`src/rtl/ps2_scan_decoder.sv`:
```
// PS/2 keyboard receiver: synchronise and filter the pins, check 11-bit frames,
// fold E0/F0 prefixes into key events, and buffer the events in a FIFO.
module ps2_scan_decoder #(
  parameter int FILTER_CYCLES  = 19,
  parameter int TIMEOUT_CYCLES = 100000,
  parameter int FIFO_DEPTH     = 8
) (
  input  logic        clk,
  input  logic        rst_n,
  input  logic        kclk,
  input  logic        kdata,
  output logic        ev_valid,
  input  logic        ev_ready,
  output logic [7:0]  ev_code,
  output logic        ev_ext,
  output logic        ev_brk,
  output logic [15:0] keycode,
  output logic        keycode_stb,
  output logic        err_parity,
  output logic        err_frame,
  output logic        overflow
);

  localparam int FW = $clog2(FILTER_CYCLES + 1);
  localparam int TW = $clog2(TIMEOUT_CYCLES + 1);
  localparam int AW = $clog2(FIFO_DEPTH);

  // Line 0 is kclk, line 1 is kdata.
  logic [1:0]    sync1, sync2, filt;
  logic [FW-1:0] fcnt [2];
  logic          kclk_d;
  logic          kclk_fall;

  always_ff @(posedge clk or negedge rst_n) begin
    if (!rst_n) begin
      sync1  <= 2'b11;
      sync2  <= 2'b11;
      filt   <= 2'b11;
      fcnt[0] <= '0;
      fcnt[1] <= '0;
      kclk_d <= 1'b1;
    end else begin
      sync1  <= {kdata, kclk};
      sync2  <= sync1;
      kclk_d <= filt[0];
      for (int i = 0; i < 2; i++) begin
        if (sync2[i] != filt[i]) begin
          // The FILTER_CYCLES-th consecutive differing sample commits the new level.
          if (fcnt[i] == FW'(FILTER_CYCLES - 1)) begin
            filt[i] <= sync2[i];
            fcnt[i] <= '0;
          end else begin
            fcnt[i] <= fcnt[i] + 1'b1;
          end
        end else begin
          fcnt[i] <= '0;
        end
      end
    end
  end

  assign kclk_fall = kclk_d & ~filt[0];

  // Frame receiver: shreg collects data LSB first, parity ends up in bit 8.
  logic [3:0]    bit_idx;
  logic [8:0]    shreg;
  logic [TW-1:0] idle_cnt;

  always_ff @(posedge clk or negedge rst_n) begin
    if (!rst_n) begin
      bit_idx     <= '0;
      shreg       <= '0;
      idle_cnt    <= '0;
      keycode     <= '0;
      keycode_stb <= 1'b0;
      err_parity  <= 1'b0;
      err_frame   <= 1'b0;
    end else begin
      keycode_stb <= 1'b0;
      err_parity  <= 1'b0;
      err_frame   <= 1'b0;
      if (kclk_fall) begin
        idle_cnt <= '0;
        if (bit_idx == 4'd0) begin
          if (filt[1]) err_frame <= 1'b1;
          else         bit_idx   <= 4'd1;
        end else if (bit_idx == 4'd10) begin
          bit_idx <= 4'd0;
          if (!filt[1]) begin
            err_frame <= 1'b1;
          end else if (!(^shreg)) begin
            err_parity <= 1'b1;
          end else begin
            keycode     <= {keycode[7:0], shreg[7:0]};
            keycode_stb <= 1'b1;
          end
        end else begin
          shreg   <= {filt[1], shreg[8:1]};
          bit_idx <= bit_idx + 4'd1;
        end
      end else if (bit_idx != 4'd0) begin
        if (idle_cnt == TW'(TIMEOUT_CYCLES)) begin
          bit_idx   <= 4'd0;
          idle_cnt  <= '0;
          err_frame <= 1'b1;
        end else begin
          idle_cnt <= idle_cnt + 1'b1;
        end
      end else begin
        idle_cnt <= '0;
      end
    end
  end

  // Prefix decoder: the byte just accepted is keycode[7:0] while keycode_stb is high.
  logic       ext_pend, brk_pend;
  logic       push;
  logic [9:0] push_data;

  always_ff @(posedge clk or negedge rst_n) begin
    if (!rst_n) begin
      ext_pend  <= 1'b0;
      brk_pend  <= 1'b0;
      push      <= 1'b0;
      push_data <= '0;
    end else begin
      push <= 1'b0;
      if (err_parity || err_frame) begin
        ext_pend <= 1'b0;
        brk_pend <= 1'b0;
      end else if (keycode_stb) begin
        if (keycode[7:0] == 8'hE0) begin
          ext_pend <= 1'b1;
        end else if (keycode[7:0] == 8'hF0) begin
          brk_pend <= 1'b1;
        end else begin
          push      <= 1'b1;
          push_data <= {ext_pend, brk_pend, keycode[7:0]};
          ext_pend  <= 1'b0;
          brk_pend  <= 1'b0;
        end
      end
    end
  end

  // Handshake: an event transfers on a clock edge where ev_valid && ev_ready;
  // ev_valid never drops and ev_* never change while ev_valid && !ev_ready.
  logic [9:0]  mem [FIFO_DEPTH];
  logic [AW-1:0] wr_ptr, rd_ptr;
  logic [AW:0]   count;
  logic          full, do_push, do_pop;

  assign full     = (count == (AW+1)'(FIFO_DEPTH));
  assign ev_valid = (count != '0);
  assign do_pop   = ev_valid && ev_ready;
  assign do_push  = push && (!full || do_pop);
  assign ev_code  = mem[rd_ptr][7:0];
  assign ev_brk   = mem[rd_ptr][8];
  assign ev_ext   = mem[rd_ptr][9];

  always_ff @(posedge clk or negedge rst_n) begin
    if (!rst_n) begin
      for (int i = 0; i < FIFO_DEPTH; i++) mem[i] <= '0;
      wr_ptr   <= '0;
      rd_ptr   <= '0;
      count    <= '0;
      overflow <= 1'b0;
    end else begin
      overflow <= push && full && !do_pop;
      if (do_push) begin
        mem[wr_ptr] <= push_data;
        wr_ptr      <= wr_ptr + 1'b1;
      end
      if (do_pop) rd_ptr <= rd_ptr + 1'b1;
      if (do_push && !do_pop)      count <= count + 1'b1;
      else if (do_pop && !do_push) count <= count - 1'b1;
    end
  end

endmodule
```
`config.mk`:
```
export PLATFORM = sky130hd
export DESIGN_NAME = ps2_scan_decoder
export DESIGN_NICKNAME = d
export VERILOG_FILES = /design/src/rtl/ps2_scan_decoder.sv
export SDC_FILE = /design/constraint.sdc
export NUM_CORES = 1
export LEC_CHECK = 0
export CAP_MARGIN = 5
export CORE_MARGIN = 1.5
export CORE_UTILIZATION = 54
export CTS_BUF_LIST = sky130_fd_sc_hd__clkbuf_4 sky130_fd_sc_hd__clkbuf_8 sky130_fd_sc_hd__clkbuf_16
export DETAILED_ROUTE_END_ITERATION = 7
export PLACE_DENSITY = 0.76
export SLEW_MARGIN = 20
export SYNTH_ARGS = -nofsm -noshare
export SYNTH_HDL_FRONTEND = slang
export SYNTH_SLANG_ARGS = --single-unit
```
`constraint.sdc`:
```
create_clock -name clk -period 2.6 [get_ports clk]
set_clock_uncertainty 0.15 [all_clocks]
set_input_delay 0.26 -clock clk [delete_from_list [all_inputs] [get_ports clk]]
set_output_delay 0.26 -clock clk [all_outputs]
set_load 0.05 [all_outputs]
```
-- Word level (Yosys, flattened, before mapping)
Index checks and enable logic that the tools add are counted.
- muxes and demuxes: 50
- reductions and logical operators: 28
- bitwise operators: 9
- $lt $le $gt $ge: 3
- equality and inequality tests: 12
- $add $sub $neg: 8
- operators by type and width (operator ; number):
    $bwmux 80 ; 1
    $mux 17 ; 3
    $mux 4 ; 8
    $bmux 10 s3 ; 1
    $demux 10 s3 ; 1
    $mux 10 ; 3
    $mux 1 ; 29
    $mux 5 ; 4
    $add 17x1->17 const B ; 1
    $eq 17x17->1 const B ; 1
    $eq 8x8->1 const B ; 2
    $add 5x1->5 const B ; 2
    $eq 5x5->1 const B ; 2
    $reduce_xor 9->1 ; 1
    $add 4x1->4 const B ; 2
    $eq 4x4->1 const B ; 2
    $ge 4x4->1 const B ; 2
    $not 3->4 ; 2
    $reduce_and 2->1 ; 4
    $reduce_bool 2->1 ; 4
    $reduce_bool 4->1 ; 2
    $logic_and 1x1->1 ; 7
    $add 3x1->3 const B ; 2
    $ne 3x3->1 const B ; 2
    12 further kinds ; 22
- output and inout bits: 31
- bits in registers: 170

-- Longest topological paths before layout
- word-level depth: 8
- depth in mapped cells: 12
- gate-level depth less buffers: 12

-- Worst setup path before layout
No wires, ideal clock.
- kind: reg2reg
- start point: register count[0]
- end point: register count[3]
- cell stages (with the launch flop): 12
- setup time: 0.125 ns
- data arrival time: 2.437 ns
- path slack: -0.113 ns
- data required time: 2.325 ns
- cell sequence: dfrtp_1 -> nor3_1 -> nand2b_1 -> nand2_1 -> ha_1 -> inv_1 -> ha_1 -> a21o_1 -> a21oi_1 -> xnor2_1 -> nor2_1 -> xor2_1
- cells in the longest elaborated chain, start to end: 7
- elaborated cells between the ends (all ways): 15
- classes of those cells: add/sub: 2; eq/ne: 1; mux: 2; reduce/logical: 10
- ends and longest elaborated chain (what ; RTL line ; text):
    start: declaration ; 150 ; logic [AW:0] count;
    start signal: assignment ; 175 ; if (do_push && !do_pop) count <= count + 1'b1;
    start signal: assignment ; 176 ; else if (do_pop && !do_push) count <= count - 1'b1;
    $reduce_bool 4->1 * ; 154 ; assign ev_valid = (count != '0);
    via ev_valid ; 12 ; output logic ev_valid,
    $logic_and 1x1->1 * ; 155 ; assign do_pop = ev_valid && ev_ready;
    $logic_or 1x1->1 ; 156 ; assign do_push = push && (!full || do_pop);
    $logic_and 1x1->1 ; 156 ;
    $logic_not 1->1 ; 176 ;
    $logic_and 1x1->1 ; 176 ;
    $reduce_bool 2->1 (no line) ; -- ;
The timed path passes the listed nets; every way through them passes the cells marked *. The select of a mux whose other input is x is not followed.
A chain may end at the register's enable or synchronous reset.

-- Final worst setup path
- start point: register rd_ptr[0]
- end point: output ev_code[0]
- cells in the longest elaborated chain, start to end: 4
- ends and longest elaborated chain (what ; RTL line ; text):
    start: declaration ; 149 ; logic [AW-1:0] wr_ptr, rd_ptr;
    start signal: assignment ; 174 ; if (do_pop) rd_ptr <= rd_ptr + 1'b1;
    $not 3->4 (implied by the code) ; 157 ; assign ev_code = mem[rd_ptr][7:0];
    $bmux 10 s3 ; 157 ;
    $mux 10 (2 in series) ; -- ;
    end: declaration ; 14 ; output logic [7:0] ev_code,
No other way between the ends. The select of a mux whose other input is x is not followed.

==> metrics.md <==
| Metric | Value |
|---|---|
| Outcome | `completed` |
| CTS H-tree lvls | `4` |
| Crit-path leading delay family | `multiplexers` |
| Asr flop ratio synth | `100%` |
| First-pass GRT wire length | `23.9 mm` |
| Horiz. Die Dim | `121 um` |
| Sw Pwr | `1.12 mW` |
| CTS max path bufs | `2` |
| Die area | `14,700 um^2` |
| Wire per inst | `18.5 um` |
| Post-synth EDFFs | `0` |
| Rel. slew slack | `57.8%` |
| Aggregate global routing overflow | `0` |
| Unrepaired setup endpoints after global routing | `yes` |
| DRT Wirelength | `14.4 mm` |
| Slew at the pin with the worst max-slew slack | `0.634 ns` |
| Cell Area, Synth | `7560 um^2` |
| Starting Density | `54.9%` |
| CP max stage cell | `mux4_2` |
| P_int | `4.32 mW` |
| Placed Cells | `747` |
| Non-Filler Instances | `780` |
| Max incr delay on CP | `0.54 ns` |
| Syn avg cell area | `14.2 um^2` |
| Tot GR Track Use | `21.5%` |
| Largest area contributor in the netlist | `dfrtp_1` |
| Vias in the first global route | `4,689` |
| Diode count | `0` |
| Final worst setup slack | `0.105 ns` |
| Req. time, crit path | `2.19 ns` |
| Synth cell types | `43` |
| Global placer's final weighted congestion | `0.807` |
| Worst VDD drop | `0.447 mV` |
| Switch share | `20.6%` |
| Pwr per Cell Area | `614 nW/um^2` |
| Critical path fanouts, max | `11` |
| Num rows | `43` |
| P_leak | `4.26 nW` |
| Die H | `121 um` |
| Final period util | `96.0%` |
| Overall power | `5.44 mW` |
| CORE AREA | `13,800 um^2` |
| Pre-CTS setup slack | `-0.0370 ns` |
| Top FF cell, synth | `dfrtp_1` |
| Final Hold Viols | `0` |
| CP endpoint kind | `primary output` |
| Synth top area cells | `dfrtp_1 (54%), mux2_2 (18%), mux4_2 (6.0%)` |
| Final setup TNS | `0 ns` |
| Share of layout cells above drive strength 1 | `38.0%` |
| Post-DP HPWL | `9.55 mm` |
| Io pins | `36` |
| Buffers added on ports | `35` |
| DR iter-0 viols | `231` |
| Cells along the critical path | `buf_4 > mux4_2 > mux2_2 > buf_4` |
| Setup violations, final | `0` |
| Achievable clock frequency | `401 MHz` |
| Root buf cell | `clkbuf_16` |
| CTS tree | `built` |
| Most frequent cells after synthesis | `dfrtp_1 (163), mux2_2 (119), nor2_1 (37)` |
| Clock power share | `49.4%` |
| Skew-Pair Late Insertion Delay | `0.43 ns` |
| CP Buf/Inv Count | `2` |
| Via count | `4,397` |
| Synth top area share | `53.9%` |
| Syn Inst Count | `532` |
| Area growth from synthesis to layout | `17.1%` |
| # DRC | `0` |
| Post-route ant nets | `0` |
| Minimum clock period | `2.49 ns` |
| DR pass1 iterations | `5` |
| Pin count of the biggest net entering global routing | `65` |
| Final #Nets | `604` |
| TritonCTS Buffers | `17` |
| Sink Count | `170` |
| Vias per cell | `5.64` |
| Yosys warns | `0` |
| Fillers | `1,041` |
| Antenna violations before repair | `0` |
| CP arrival | `2.08 ns` |
| Sequential Power Share | `49.1%` |
| Hold/Removal Path Class | `in -> reg` |
| Clk slew on worst S/H paths | `0.07 ns` |
| Crit start category | `register` |
| Top-count cell post-synth | `dfrtp_1` |
| Yosys reg bits | `170` |
| Sequential area share after synthesis | `56.4%` |
| Crit-path most repeated cell | `buf_4` |
| Postcts setup bufs | `0` |
| Crit Path Class | `reg -> out` |
| Syn nets | `549` |
| Slew Viols, Final | `0` |
| Max-cap violation count | `0` |
| Gate power share | `1.5%` |
through the flow:
| step | hold slack, ns | instance area, um^2 | util [%] |
|---|---|---|---|
| after floorplan | -0.186 | 7560 | - |
| after global placement | 0.0993 | 8210 | 59.6 |
| after detailed placement | 0.103 | 8210 | 59.6 |
| after CTS | 0.0783 | 8850 | 64.3 |
| after global routing | 0.0767 | 8860 | 64.3 |
| final | 0.0891 | 8860 | 64.3 |
cells by family (layout without fill, tap and decap cells):
group                      after synthesis  count (layout)  synth area share [%]
adders and majority gates               12              12                  2.08
buffers and inverters                   35             103                  1.99
muxes                                  150             150                  25.7
AOI/OAI and AO/OA                       21              21                  1.65
xor gates and xnor gates                38              38                  4.68
DFF                                    170             170                  56.4
and+or+nand+nor                        106             106                  7.49
metal layers:
layer	GRT usage, %	vias up	wire length, um
met5	0	-	0
met4	6.32	0	176
met3	5.31	16	564
met2	36.5	65	7370
met1	27.4	2306	6280
li1	-	2010	-
power by group through the flow:
stage / clock network, mW / logic [mW] / registers (mW)
2_1_floorplan: 0 / 0.0160 / 2.71
3_3_place_gp: 0 / 0.0837 / 2.72
3_5_place_dp: 0 / 0.0867 / 2.72
4_1_cts: 2.72 / 0.0889 / 2.67
5_1_grt: 2.83 / 0.0998 / 2.67
6_report: 2.68 / 0.0841 / 2.67
placed cells by master, fill, tap and decap left out, drive strengths merged, types with 5 or more instances in the layout:
master,instances
ha,11
nand4,7
a21oi,6
dfrtp,163
dfstp,7
and3,5
mux4,20
nand3,13
clkbuf,18
nor2,37
nand2,16
o21ai,8
xor2,15
clkinvlp,6
clkdlybuf4s50,24
inv,14
mux2,128
buf,33
xnor2,22
cell type report:
cell class              count  area [um^2]  share of cell area, %
flip-flops and latches    170         4260                   48.1
multi-input cells         327         3160                   35.7
repair buffers             58          527                   5.95
clock buffers              18          439                   4.96
well taps                 180          225                   2.54
clock inverters            14          196                   2.22
inverters                  13         48.8                  0.551
registers in the layout (all words and copies together), names as in the netlist, 2 cells and up:
register and cells:
bit_idx 4, filt 2, rd_ptr 3, wr_ptr 3, sync1 2, keycode 16, shreg 9, fcnt 10
push_data 10, idle_cnt 17, sync2 2, mem 80, count 4
path summary, 6_finish.rpt:
kind                                start          to  slack [ns]  depth (start not counted)
worst max-delay path            rd_ptr[0]  ev_code[0]        0.11                          4
worst min-delay path                kdata    sync1[1]        0.09                          1
worst max register to register   count[1]    count[3]        0.13                         12
worst min register to register   sync1[1]    sync2[1]        0.20                          0
max in group asynchronous           rst_n    sync1[1]        1.30                          3
min in group asynchronous           rst_n    count[3]        0.21                          2
timing repair:
action                     in CTS  in global routing
hold endpoints to repair       49                  0
setup endpoints to repair       0                  4
hold buffers                    1                  0
resized for setup               0                  2
Power figures use the tool's default switching activity.
